<file path="src/rtl/ili9341_spi_arbiter.sv">
// ili9341_spi_arbiter
//   Byte-level SPI sequencer and two-port arbiter for the ILI9341 link.
//   Port 0 (panel initialiser) and port 1 (display/pattern unit) offer
//   command/data bytes. One requester is granted per burst, and its bytes
//   are serialised MSB-first in SPI mode 0 (SCK idles low; MOSI changes on
//   the edge that starts a low phase, so the panel samples on SCK rising).
//   The grant is held until the burst ends.
//
// Parameters
//   CLK_DIV   clk cycles per SCK half-period (>=1)
//   IDLE_GAP  clk cycles CS is held high in GAP between bursts (>=1)
//
// Ports
//   clk, rst_n            system clock, async active-low reset
//   reqN/dcN/dataN/lastN  byte offer from port N (held until ackN)
//   ackN                  1-cycle pulse when the offered byte is latched
//   busy                  CS low or inter-burst gap in progress
//   owner                 current / most recent grantee
//   tft_cs/dc/clk/din     SPI lines to the panel
//
// Build option
//   ILI9341_ARB_RR_EN  defined: round-robin on a tie (the non-owner wins)
//                      undefined: fixed priority, port 0 wins a tie
module ili9341_spi_arbiter #(
  parameter int CLK_DIV  = 4,
  parameter int IDLE_GAP = 2
) (
  input  logic       clk,
  input  logic       rst_n,
  input  logic       req0,
  input  logic       req1,
  input  logic       dc0,
  input  logic       dc1,
  input  logic [7:0] data0,
  input  logic [7:0] data1,
  input  logic       last0,
  input  logic       last1,
  output logic       ack0,
  output logic       ack1,
  output logic       busy,
  output logic       owner,
  output logic       tft_cs,
  output logic       tft_dc,
  output logic       tft_clk,
  output logic       tft_din
);

  localparam int DW = (CLK_DIV  > 1) ? $clog2(CLK_DIV)  : 1;
  localparam int GW = (IDLE_GAP > 1) ? $clog2(IDLE_GAP) : 1;
  localparam logic [DW-1:0] DIV_MAX = DW'(CLK_DIV - 1);
  localparam logic [GW-1:0] GAP_MAX = GW'(IDLE_GAP - 1);

  typedef enum logic [1:0] {IDLE, LOAD, SHIFT, GAP} state_t;

  state_t        state;
  logic [DW-1:0] div_cnt;
  logic [GW-1:0] gap_cnt;
  logic [2:0]    bit_cnt;
  logic [7:0]    data_q;
  logic          last_q;

  logic       any_req, win, sel;
  logic       sel_req, sel_dc, sel_last;
  logic [7:0] sel_data;

  // In IDLE the mux follows the arbitration winner; during a burst it is
  // locked to the owner so the other port is ignored.
  always_comb begin
    any_req = req0 | req1;
`ifdef ILI9341_ARB_RR_EN
    win = (req0 & req1) ? ~owner : req1;
`else
    win = ~req0;
`endif
    sel      = (state == IDLE) ? win : owner;
    sel_req  = sel ? req1  : req0;
    sel_dc   = sel ? dc1   : dc0;
    sel_data = sel ? data1 : data0;
    sel_last = sel ? last1 : last0;
  end

  // The LOAD cycle doubles as the first low cycle of bit 7, which is why a
  // burst of N bytes keeps CS low for exactly 16*CLK_DIV*N cycles.
  always_ff @(posedge clk or negedge rst_n) begin
    if (!rst_n) begin
      state   <= IDLE;
      div_cnt <= '0;
      gap_cnt <= '0;
      bit_cnt <= '0;
      data_q  <= '0;
      last_q  <= 1'b0;
      ack0    <= 1'b0;
      ack1    <= 1'b0;
      busy    <= 1'b0;
      owner   <= 1'b0;
      tft_cs  <= 1'b1;
      tft_dc  <= 1'b0;
      tft_clk <= 1'b0;
      tft_din <= 1'b0;
    end else begin
      ack0 <= 1'b0;
      ack1 <= 1'b0;
      case (state)
        IDLE: begin
          if (any_req) begin
            owner   <= win;
            data_q  <= sel_data;
            last_q  <= sel_last;
            tft_dc  <= sel_dc;
            tft_din <= sel_data[7];
            tft_cs  <= 1'b0;
            tft_clk <= 1'b0;
            ack0    <= ~win;
            ack1    <= win;
            busy    <= 1'b1;
            div_cnt <= '0;
            bit_cnt <= 3'd7;
            state   <= LOAD;
          end
        end

        LOAD, SHIFT: begin
          state <= SHIFT;
          if (div_cnt != DIV_MAX) begin
            div_cnt <= div_cnt + 1'b1;
          end else begin
            div_cnt <= '0;
            if (!tft_clk) begin
              tft_clk <= 1'b1;
            end else if (bit_cnt != 3'd0) begin
              tft_clk <= 1'b0;
              bit_cnt <= bit_cnt - 3'd1;
              tft_din <= data_q[bit_cnt - 3'd1];
            end else if (!last_q && sel_req) begin
              // back-to-back byte: reload without leaving SHIFT, CS stays low
              tft_clk <= 1'b0;
              bit_cnt <= 3'd7;
              data_q  <= sel_data;
              last_q  <= sel_last;
              tft_dc  <= sel_dc;
              tft_din <= sel_data[7];
              ack0    <= ~owner;
              ack1    <= owner;
            end else begin
              // burst end, or the owner withdrew its request
              tft_clk <= 1'b0;
              tft_cs  <= 1'b1;
              gap_cnt <= '0;
              state   <= GAP;
            end
          end
        end

        GAP: begin
          if (gap_cnt == GAP_MAX) begin
            busy  <= 1'b0;
            state <= IDLE;
          end else begin
            gap_cnt <= gap_cnt + 1'b1;
          end
        end

        default: state <= IDLE;
      endcase
    end
  end

endmodule
</file>
<file path="config.mk">
export PLATFORM = sky130hd
export DESIGN_NAME = ili9341_spi_arbiter
export DESIGN_NICKNAME = d
export VERILOG_FILES = /design/src/rtl/ili9341_spi_arbiter.sv
export SDC_FILE = /design/constraint.sdc
export NUM_CORES = 1
export LEC_CHECK = 0
export ABC_AREA = 1
export CAP_MARGIN = 10
export CORE_ASPECT_RATIO = 1.1
export CORE_MARGIN = 1.5
export CORE_UTILIZATION = 50
export DETAILED_ROUTE_END_ITERATION = 10
export GPL_ROUTABILITY_DRIVEN = 0
export PLACE_DENSITY_LB_ADDON = 0.05
export SLEW_MARGIN = 20
export SYNTH_ARGS = -nofsm -noshare
export SYNTH_HDL_FRONTEND = slang
export SYNTH_SLANG_ARGS = --single-unit
</file>
<file path="constraint.sdc">
create_clock -name clk -period 2.19 [get_ports clk]
set_input_delay 0.5475 -clock clk [delete_from_list [all_inputs] [get_ports clk]]
set_output_delay 0.5475 -clock clk [all_outputs]
set_load 0.01 [all_outputs]
</file>
==> flow_summary.toml <==
[global_routing]
grt_pass1_wl_um = 4995
grt_overflow = 0
antenna_found_initial = 0
track_usage_pct = 20.98
grt_pass1_vias = 1215
grt_max_degree = 26

[logic_synthesis]
ys_seq_area_share_pct = 42.10
synthTopCellsByArea = "dfrtp_1 40%, nand2_1 16%, inv_1 7.3%"
synth.largest_area_cell = "dfrtp_1"
yosysMostFrequentCell = "nand2_1"
synth_edf_count = 0
synth_top_area_share_pct = 40.34
syn-num-nets = 229
synth-seq-cells = 25
synth-async-reset-ratio_pct = 100.0
syn_avg_cell_area_um2 = 7.445
synthCells = 200
yosys_warnings = 0
ys_top_cells_by_count = "63 x nand2_1, 29 x inv_1, 24 x dfrtp_1, 16 x o21ai_0, 15 x nand3_1"
synth_area_um2 = 1489
ys.flop_type = "dfrtp_1"
yosysUniqueCellTypes = 22

[floorplanning]
num_rows = 20
coreArea_um2 = 2803
initial_utilization_pct = 53.13
fp.dieW_um = 55.03
io_pins = 32
dieArea_um2 = 3315
die_y_um = 60.24

[routing]
drt-wirelength-per-cell_um = 11.29
ant_nets = 0
vias = 1340
drt-initial-drc-count = 34
route.detailed.drc = 0
routed_wl_um = 3002
firstDrtPassIters = 4
routed_via_density = 5.038

[place]
portBuffers = 31
dpl.cell_count = 262
dpl.hpwl_um = 2347
postPlaceCellArea_um2 = 1833
post-place-ws_ns = 0.06842

[cts]
postCtsSetupRepairBufs = 0
clk_path_buf_depth = 2
cts_htree_levels = 1
root_buffer = "clkbuf_4"
cts_buffers = 3
cts.sinks = 25
ctsResizeCount = 0
insertion_delay_ns = 0.33
cts_tree = "done"
ctsHoldBuffers = 0
path_clk_slew_ns = 0.16

[sta]
fin_crit_sh_pct = 89.74
rsz0062_at_grt = "false"
slew_headroom_pct = 76.76
hold_viol = 0
drv_slew = 0
finalSetupViolations = 0
fin_skew_ns = 0.01789
tightest_slew_ns = 0.3487
fin_ws_ns = 0.2247
fmax_ghz = 0.5088
setup_tns_ns = 0
post-route-min-period_ns = 1.965

[setup_path]
worst-endpoint-required_ns = 1.64
critical_path_class = "flop to output port"
cp.arrival_ns = 1.42
crit_fanout = 2
slowest_delay_ns = 0.56
start_kind = "flop"
endpoint_kind = "output port"
path_cells = "clkdlybuf4s50_1"
cp_slowest_cell = "dfstp_2"
cp_top_family = "flip-flops"
crit_buf_inv = 1

[final_layout]
nets = 263
n_antenna_cell = 0
areaGrowthSynthToFinish_pct = 25.13
layout-drive-gt1-share_pct = 10.73
stdcell_count = 266
postLayoutCellArea_um2 = 1863

[min_path]
min_path_type = "flop to flop"

[power]
p_per_area_nw_per_um2 = 1430
vdd_drop_max_v = 0.0008799
p_leak_nw = 0.9380

[job]
cap_violations = 0

[outcome]
status = "completed"
==> placed cells by master (no fill, tap or decap) <==
master	count
nand2_2	4
buf_12	1
a21o_1	1
ha_1	5
and2_1	1
nor4_1	1
dfstp_2	1
clkinvlp_4	1
inv_1	29
o21ai_2	11
o21ai_0	16
nand3_1	15
buf_4	1
inv_2	1
clkbuf_4	3
a22oi_1	1
nor2_1	14
a21oi_1	6
clkdlybuf4s50_1	31
o211ai_1	1
dfrtp_1	24
nand2_1	63
nor2_4	1
nand3_2	1
==> worst register-to-register path, cell delays in order, from the launching register on <==
cell and delay [ns]:
dfrtp_1 0.40, inv_1 0.05, ha_1 0.49, nand2_1 0.13, o21ai_2 0.10, nand2_2 0.08, nor2_4 0.11, nand3_2 0.10
buf_12 0.18, nand2_1 0.08, o21ai_2 0.05
==> through the flow <==
step / power [W] / util (%) / hold WS (ns)
final: 0.002664 / 66.47 / 0.4976
after global routing: 0.002961 / 66.47 / 0.5118
after CTS: 0.002686 / 66.47 / 0.4992
after detailed placement: 0.002464 / 65.40 / 0.4705
after global placement: 0.002395 / 65.40 / 0.4683
after floorplan: 0.002042 / - / 0.2519
==> sequential cells by signal, indices dropped and copies added, names as in the netlist, 2 cells and up <==
register / count
bit_cnt: 3
state: 2
div_cnt: 2
data_q: 8
==> path summary, 6_finish.rpt <==
check	from	end	slack [ns]	cells past startpoint
hold / removal	data_q[2]	data_q[2]	0.50	2
setup / recovery	tft_cs	tft_cs	0.22	1
max in group asynchronous	rst_n	tft_cs	1.34	2
hold reg to reg	data_q[2]	data_q[2]	0.50	2
setup reg to reg	state[0]	data_q[6]	0.30	10
min in group asynchronous	rst_n	state[0]	0.56	2
==> power breakdown <==
| group | internal [W] | switching [W] | leakage [nW] |
|---|---|---|---|
| registers | 0.000680 | 0.000130 | 0.306 |
| clock network | 0.0000699 | 0.000149 | 0.0139 |
| logic | 0.000632 | 0.00100 | 0.619 |
| total | 0.00138 | 0.00128 | 0.938 |
==> area by class of cell <==
class | instances | area, um2
fillers | 261 | 939.7
inverters | 30 | 112.6
clock inverters | 1 | 7.507
flip-flops and latches | 25 | 626.9
repair buffers | 33 | 337.8
multi-input cells | 141 | 714.4
well taps | 33 | 41.29
clock buffers | 3 | 22.52
==> cell families after synthesis <==
kind of cell / Yosys count / synth area share (%)
simple gates: 100 / 28.40
flops: 25 / 42.10
fa+ha+maj: 5 / 4.202
compound gates: 36 / 15.38
buf+inv: 34 / 9.915
==> metal layers <==
| layer | routed length, um | share of wire, % | track usage [%] |
|---|---|---|---|
| met1 | 1378 | 46 | 26.03 |
| met2 | 1400 | 47 | 34.69 |
| met3 | 189 | 6.3 | 3.750 |
| met4 | 33 | 1.1 | 9.756 |
| met5 | 0 | 0 | 0 |
(Power assumes the default switching activity.)
